==> config.mk <==
export PLATFORM = sky130hd
export DESIGN_NAME = silife_scan_ctrl
export DESIGN_NICKNAME = d
export VERILOG_FILES = /design/src/rtl/silife_scan_ctrl.sv
export SDC_FILE = /design/constraint.sdc
export NUM_CORES = 1
export LEC_CHECK = 0
export CAP_MARGIN = 20
export CORE_MARGIN = 2
export CORE_UTILIZATION = 45
export DETAILED_ROUTE_END_ITERATION = 16
export PLACE_DENSITY = 0.79
export SYNTH_ARGS = -nofsm -noshare
export SYNTH_HDL_FRONTEND = slang
export SYNTH_SLANG_ARGS = --single-unit
export TNS_END_PERCENT = 10
==> constraint.sdc <==
create_clock -name clk -period 8.7 [get_ports clk]
set_input_delay 1.74 -clock clk [delete_from_list [all_inputs] [get_ports clk]]
set_output_delay 1.74 -clock clk [all_outputs]
set_load 0.02 [all_outputs]
==> src/rtl/silife_scan_ctrl.sv <==
// silife_scan_ctrl: configuration owner and generation pacer for the 8x8 LED scanner.
// Mirrors the scanner's row/dwell counters to find frame boundaries. Every fpg frames it
// requests a grid from the engine and swaps the new grid in on the next frame boundary.
module silife_scan_ctrl #(
    parameter logic [15:0] DEF_CYCLES = 16'd100,
    parameter logic [7:0]  DEF_FPG    = 8'd4
) (
    input  logic        clk,
    input  logic        reset,
    input  logic        cfg_we,
    input  logic [1:0]  cfg_addr,
    input  logic [15:0] cfg_wdata,
    input  logic [63:0] cells_in,
    input  logic        step_done,
    output logic        step_req,
    output logic [63:0] scan_cells,
    output logic [15:0] scan_cycles,
    output logic        scan_invert,
    output logic        scan_reset,
    output logic        frame_tick,
    output logic [15:0] gen_count
);

    localparam int unsigned DWELL_W = 16;
    localparam int unsigned ROW_W   = 3;
    localparam int unsigned FPG_W   = 8;

    typedef enum logic [1:0] {
        ST_DISABLED,
        ST_RUN,
        ST_REQ,
        ST_PENDING
    } state_t;

    state_t               state;
    logic                 enable;
    logic [FPG_W-1:0]     fpg;
    logic [FPG_W-1:0]     frame_cnt;
    logic [63:0]          shadow;
    logic [DWELL_W-1:0]   dwell;
    logic [ROW_W-1:0]     row;

    logic [DWELL_W-1:0]   d_eff;
    logic                 cyc_wr;
    logic                 ctrl_wr;
    logic                 fpg_wr;
    logic                 en_next;
    logic                 counting;
    logic                 pre_end;
    logic                 tick_ev;
    logic                 fpg_hit;

    // Decode config writes and the frame-position helpers.
    always_comb begin
        d_eff    = (scan_cycles == 16'd0) ? 16'd1 : scan_cycles;
        cyc_wr   = cfg_we && (cfg_addr == 2'd0);
        ctrl_wr  = cfg_we && (cfg_addr == 2'd1);
        fpg_wr   = cfg_we && (cfg_addr == 2'd2);
        en_next  = ctrl_wr ? cfg_wdata[0] : enable;
        counting = enable && !scan_reset;
        // pre_end: the position whose successor is the last cycle of the frame
        if (d_eff == 16'd1) begin
            pre_end = (row == 3'd6);
        end else begin
            pre_end = (row == 3'd7) && (dwell == (d_eff - 16'd2));
        end
        // a cycles write on the tick cycle restarts the frame, so the tick is void
        tick_ev  = frame_tick && !cyc_wr;
        fpg_hit  = ({1'b0, frame_cnt} + 9'd1) >= {1'b0, fpg};
    end

    // Configuration registers; scan_cycles doubles as the dwell register.
    always_ff @(posedge clk or negedge reset) begin
        if (!reset) begin
            scan_cycles <= DEF_CYCLES;
            scan_invert <= 1'b0;
            enable      <= 1'b0;
            fpg         <= DEF_FPG;
        end else begin
            if (cyc_wr) begin
                scan_cycles <= cfg_wdata;
            end
            if (ctrl_wr) begin
                enable      <= cfg_wdata[0];
                scan_invert <= cfg_wdata[1];
            end
            if (fpg_wr) begin
                fpg <= cfg_wdata[FPG_W-1:0];
            end
        end
    end

    // Frame model: dwell/row counters tracking the scanner, plus the registered frame tick.
    always_ff @(posedge clk or negedge reset) begin
        if (!reset) begin
            dwell      <= '0;
            row        <= '0;
            frame_tick <= 1'b0;
        end else begin
            if (cyc_wr || !counting || !en_next) begin
                dwell <= '0;
                row   <= '0;
            end else if (dwell == (d_eff - 16'd1)) begin
                dwell <= '0;
                row   <= row + 3'd1;
            end else begin
                dwell <= dwell + 16'd1;
            end
            frame_tick <= counting && en_next && !cyc_wr && pre_end;
        end
    end

    // Sequencing FSM: frame counting, step request, grid capture and boundary swap.
    always_ff @(posedge clk or negedge reset) begin
        if (!reset) begin
            state      <= ST_DISABLED;
            step_req   <= 1'b0;
            scan_reset <= 1'b1;
            frame_cnt  <= '0;
            shadow     <= '0;
            scan_cells <= '0;
            gen_count  <= '0;
        end else if (!en_next) begin
            // disable wins over everything, including a same-cycle step_done
            state      <= ST_DISABLED;
            step_req   <= 1'b0;
            scan_reset <= 1'b1;
            frame_cnt  <= '0;
        end else begin
            scan_reset <= cyc_wr;
            case (state)
                ST_DISABLED: begin
                    step_req  <= 1'b0;
                    frame_cnt <= '0;
                    if (enable) begin
                        state <= ST_RUN;
                    end else begin
                        scan_reset <= 1'b1;
                    end
                end
                ST_RUN: begin
                    if (tick_ev && (fpg != 8'd0)) begin
                        if (fpg_hit) begin
                            state     <= ST_REQ;
                            step_req  <= 1'b1;
                            frame_cnt <= '0;
                        end else begin
                            frame_cnt <= frame_cnt + 8'd1;
                        end
                    end
                end
                ST_REQ: begin
                    if (step_done) begin
                        state    <= ST_PENDING;
                        step_req <= 1'b0;
                        shadow   <= cells_in;
                    end
                end
                ST_PENDING: begin
                    if (tick_ev) begin
                        state      <= ST_RUN;
                        scan_cells <= shadow;
                        gen_count  <= gen_count + 16'd1;
                    end
                end
                default: begin
                    state <= ST_DISABLED;
                end
            endcase
        end
    end

endmodule

==> results.txt, run 1 <==
CTS Buffer Depth: 3
Worst Hold Class: reg -> reg
DRC viols: 0
final wirelength: 20.2 mm
Worst setup SP type: input port
synthesized flop and latch total: 202
Resized Gates After CTS: 0
Critical Path Start: cfg_addr[0]
Seq. cell area: 5060 um^2
Worst Path Buf+Inv: 1
core area: 20200 um^2
fin. max-slew vios: 0
First-pass DRT Iterations: 5
# clock sinks: 202
fraction of layout cells with a size suffix above 1: 23.7%
number of core rows: 52
Setup crit end kind: register
switching power: 0.699 mW
fill count: 1594
Clock Power Share: 36.2%
clock buffer count from CTS: 23
EDFF count, synth: 0
Yosys Warn Count: 0
fmax: 0.240 GHz
family with the most delay on the worst path: simple AND/OR/NAND/NOR gates
status: completed
vias per inst: 5.25
WL/cell: 17.1 um
Boundary Pins: 186
starting DRC count in detailed routing: 253
top cells by area, synth: dfrtp_1, mux2_2, xnor2_1
H-tree lvl count: 1
Final Critical Period: 4.17 ns
worst hold start: gen_count[15]$_DFFE_PN0P_
vias in the first global route: 6462
CP Cell Sequence: clkdlybuf4s50_1 -> nand3b_1 -> mux2i_2 -> nor4b_2 -> nand4_1 -> nor4_1 -> nand4_1 -> o41ai_1
setup slack, reg-to-reg: 4.76 ns
delay of the slowest critical-path stage: 0.66 ns
Critical Path AT: 4.50 ns
Initial Util: 45.7%
synth-to-layout area growth: 30.4%
pin slew with the least headroom to its limit: 1.01 ns
area leader, netlist: dfrtp_1
final setup vio count: 0
CTS Hold Bufs: 0
Max-cap violations: 0
Crit Reg-Reg Startpoint: scan_cycles[8]$_DFFE_PN0P_
Clock transition at path regs: 0.06 ns
Mapped Cells: 709
FFs w/ async S/R, synth: 100%
Yosys cell types: 66
Cell Area, Synth: 9230 um^2
# Post-CTS Setup Buffers: 0
Post-DRT Antenna Nets: 0
top cell type's share of synthesized area: 53.4%
Power Internal: 1.96 mW
die width: 147 um
TritonCTS clock tree: done
final hold vios: 0
worst-path fanout max: 8
clk_skew: 0.0111 ns
Multi-input gate area: 3920 um^2
Clk Latency, worst-skew pair: 0.50 ns
Syn Nets: 816
n_diodes: 0
first-pass GRT wire length: 33.4 mm
combinational power share: 17.6%
peak supply drop: 200 uV
GPL Wtd Cong: 0.889
worst path required time: 9.04 ns
Hold Crit Depth: 1
cell chosen for the clock root: clkbuf_16
Die Ht: 147 um
Remaining Overflow, GRT: 0
total number of vias: 6174
die area: 21700 um^2
Critical Path Most Common Cell: nand4_1
ys flop type: dfrtp_1
largest net degree at the start of global routing: 131
R2R cell count: 11
top post-synthesis cells by count: dfrtp_1, mux2_2, xnor2_1, nand2_1, xor2_1
critical path's slowest cell: nor4b_2
fin crit share: 47.9%
Hold Path Sink: gen_count[15]$_DFFE_PN0P_
initial antenna violation count: 0
switch share: 26.2%
share of the yosys chip area belonging to registers: 54.9%
Final #Nets: 1001
Core Util, Final: 59.6%
Tot GR Track Use: 18.8%
Pwr per Cell Area: 221 nW/um^2
# port buffers: 185
Crit Path Category: in -> reg
FF-to-FF End: row[0]$_DFFE_PN0P_
total negative slack: 0 ns
setup repair after global routing missed its margin: no
most frequent cell after synthesis: dfrtp_1
syn_area_per_cell: 13.0 um^2
post-detail-place hpwl: 13.9 mm
leakage: 5.24 nW
Rel. slew slack: 32.9%
Sequential Power Share: 46.2%
==> through the flow <==
step / power [mW] / cells / setup slack, ns / hold WS (ns) / area [um^2]
6_report: 2.66 / 1177 / 4.53 / 0.479 / 12000
5_1_grt: 2.80 / 1177 / 4.29 / 0.512 / 12000
4_1_cts: 2.70 / 1177 / 4.52 / 0.479 / 12000
3_5_place_dp: 1.72 / 1139 / 3.99 / 0.472 / 11300
3_3_place_gp: 1.69 / 1139 / 4.08 / 0.474 / 11300
2_1_floorplan: 1.53 / 709 / 5.02 / 0.475 / 9230
==> how the worst max path moves through the flow <==
stage | end | cells past startpoint | slack, ns
4_1_cts | frame_tick$_DFF_PN0_ | 8 | 4.52
3_3_place_gp | frame_tick$_DFF_PN0_ | 8 | 4.08
2_1_floorplan | scan_cells[35]$_DFFE_PN0P_ | 6 | 5.02
3_5_place_dp | frame_tick$_DFF_PN0_ | 8 | 3.99
5_1_grt | frame_tick$_DFF_PN0_ | 8 | 4.29
6_report | frame_tick$_DFF_PN0_ | 8 | 4.53
==> layout make-up <==
class                   instances  area share [%]
clock inverters                 8            1.04
multi-input cells             458            32.6
flip-flops and latches        202            42.1
well taps                     270            2.81
clock buffers                  30            5.17
repair buffers                189            15.7
inverters                      20           0.624
==> power by group through the flow <==
stage,Combinational (mW),Clock (mW),Sequential [mW]
final,0.468,0.965,1.23
after global routing,0.517,1.03,1.26
after CTS,0.474,0.992,1.23
after detailed placement,0.471,0,1.25
after global placement,0.454,0,1.24
after floorplan,0.313,0,1.22
==> state kept, by name, summed over array words and instances, names as in the netlist, 3 cells and up <==
register / cells
fpg: 8
scan_cells: 64
dwell: 16
shadow: 64
scan_cycles: 16
gen_count: 16
row: 3
frame_cnt: 8
==> cell usage in the layout (no fill, tap or decap), drive strengths merged, types with 5 or more instances in the layout <==
master,Yosys,final
nand2,33,33
a21oi,10,10
dfrtp,197,197
nor2,17,17
nand4,14,14
mux2i,5,5
xor2,22,22
nand3,20,20
mux2,152,152
nor3,20,20
nand2b,6,6
nor4,6,6
inv,20,21
a22o,5,5
clkdlybuf4s50,2,184
xnor2,42,42
clkbuf,20,31
ha,21,21
and3,12,12
dfstp,5,5
o21ai,19,19
==> routing by layer <==
layer	GRT usage (%)	share of wire, %
met1	24.0	41
met5	0	0
met3	8.01	11
met2	29.4	45
met4	5.38	2.5
==> cells by family after synthesis <==
logic type,share of synthesized area [%]
compound gates,4.53
xor+xnor,6.08
flops,54.9
fa+ha+maj,2.85
simple gates,9.87
mux,19.1
buf+inv,2.67
Note: power is estimated with default switching activity, not from simulation.
==> run 2: changes to the inputs <==
Clock period 8.7 ns to 4.3 ns, I/O delays scaled along.
==> run 2 against run 1 <==
Count of clock-buffer cells in the layout increased by 1. Core utilization is 0.71 points higher. Sequential share of layout area shrank 0.49 points. Cell count is 0.59% higher. Global-route usage is 0.068 points lower. Worst hold slack got worse by 0.077 ns. Register-to-register slack worse by 4.1 ns. Non-clock buffer count up 5. Setup slack worse by 3.9 ns. Die area did not move. Power increased by 110%. Largest cell class unchanged. Largest power group unchanged.
==> results.txt, run 2 (synthesized netlist as in run 1, its figures left out) <==
status: completed
setup repair after global routing missed its margin: no
dpl cells: 1144
vias in the first global route: 6373
Critical Path AT: 4.02 ns
Post-DRT Antenna Nets: 0
core area: 20200 um^2
switch share: 25.9%
post-detail-place hpwl: 14.3 mm
TritonCTS clock tree: done
die width: 147 um
Crit Reg-Reg Startpoint: scan_cycles[8]$_DFFE_PN0P_
Rel. slew slack: 47.7%
commonest non-fill, non-tap cell in the layout: dfrtp_1
Tot GR Track Use: 18.7%
worst-path fanout max: 11
Die Ht: 147 um
pin slew with the least headroom to its limit: 0.784 ns
fraction of layout cells with a size suffix above 1: 24.5%
Setup crit end kind: register
clk_skew: 0.0347 ns
Initial Util: 45.7%
clock buffer count from CTS: 23
Max-cap violations: 0
fin crit share: 85.6%
Worst Hold Class: in -> async
starting DRC count in detailed routing: 233
Clock transition at path regs: 0.06 ns
Sequential Power Share: 45.1%
number of core rows: 52
Pwr per Cell Area: 454 nW/um^2
FF-to-FF End: dwell[12]$_DFF_PN0_
total number of vias: 6144
R2R cell count: 12
critical path depth: 12
setup slack, reg-to-reg: 0.62 ns
synth-to-layout area growth: 32.0%
leakage: 5.31 nW
final wirelength: 20.4 mm
H-tree lvl count: 1
delay of the slowest critical-path stage: 0.52 ns
commonest non-fill, non-tap cells in the layout: dfrtp_1, clkdlybuf4s50_1, mux2_2, xnor2_1, nand2_1
family with the most delay on the worst path: compound AO/OA/AOI/OAI gates
die area: 21700 um^2
initial antenna violation count: 0
Final #Nets: 1006
# port buffers: 185
switching power: 1.43 mW
# clock sinks: 202
Power Internal: 4.10 mW
total power draw: 5.53 mW
fin. max-slew vios: 0
Clk Latency, worst-skew pair: 0.52 ns
First-pass DRT Iterations: 4
worst path required time: 4.64 ns
first-pass GRT wire length: 33.1 mm
final hold vios: 0
Clock Power Share: 37.5%
CP Cell Sequence: nor4_4 -> and4_4 -> a21oi_4 -> ha_1 -> nor3b_1 -> xnor2_1 -> a2111oi_0 -> o311ai_0 -> a221o_1 -> a221oi_4 -> buf_4 -> nor3_1
CTS Hold Bufs: 0
Remaining Overflow, GRT: 0
combinational power share: 17.5%
fmax: 0.272 GHz
WL/cell: 17.2 um
largest net degree at the start of global routing: 96
CTS Buffer Depth: 3
critical path's slowest cell: dfrtp_1
GPL Wtd Cong: 0.882
DRC viols: 0
# Post-CTS Setup Buffers: 0
Top Registers: scan_cells: 64 flops, shadow: 64 flops
cell chosen for the clock root: clkbuf_16
vias per inst: 5.19
n_diodes: 0
Final Critical Period: 3.68 ns
Post-Layout Cell Count: 1184
Worst setup SP type: register
Crit Path Category: reg -> reg
peak supply drop: 396 uV
Boundary Pins: 186
Worst Path Buf+Inv: 1
final setup vio count: 0
Resized Gates After CTS: 0
total negative slack: 0 ns
Worst Setup EP: dwell[12]$_DFF_PN0_
Critical Path Start: scan_cycles[8]$_DFFE_PN0P_
[run 2: cell types whose count changed in the layout (fill, tap and decap cells not counted)]
cell	before	now
clkinv_2	2	1
buf_4	4	6
clkbuf_8	3	6
buf_12	0	3
clkbuf_1	5	3
clkinv_4	1	2
bufinv_16	3	4
[run 2: metrics by stage]
stage	setup WS, ns	utilization [%]	area [um^2]	hold WS (ns)
after floorplan	1.01	-	9230	0.475
after global placement	0.719	56.3	11400	0.461
after detailed placement	0.641	56.3	11400	0.466
after CTS	0.620	60.4	12200	0.445
after global routing	0.409	60.4	12200	0.488
final	0.620	60.4	12200	0.402
[run 2: how the worst min path moves through the flow]
stage / start / endpoint
6_report: reset / fpg[6]$_DFFE_PN0P_
3_5_place_dp: gen_count[15]$_DFFE_PN0P_ / gen_count[15]$_DFFE_PN0P_
3_3_place_gp: gen_count[15]$_DFFE_PN0P_ / gen_count[15]$_DFFE_PN0P_
5_1_grt: reset / fpg[6]$_DFFE_PN0P_
4_1_cts: reset / frame_cnt[6]$_DFFE_PN0P_
2_1_floorplan: shadow[47]$_DFFE_PN0P_ / shadow[47]$_DFFE_PN0P_
[run 2: layout make-up]
class	instances	area (um^2)
clock buffer	31	656
tap	270	338
inverter	20	75.1
multi-input combinational	458	3920
fill	1608	8000
sequential	202	5060
timing repair buffer	194	1960
clock inverter	9	159
[run 2: layer usage]
metal	track usage, %	part of all wire (%)
met2	29.0	45
met4	3.80	1.4
met5	0	0
met3	8.51	11
met1	24.5	42
[run 2: power groups by stage]
stage / registers [mW] / clock network, mW / logic (mW)
after global routing: 2.53 / 2.21 / 1.06
after CTS: 2.49 / 2.11 / 0.973
after global placement: 2.50 / 0 / 0.940
final: 2.49 / 2.07 / 0.965
after floorplan: 2.47 / 0 / 0.633
after detailed placement: 2.52 / 0 / 0.967
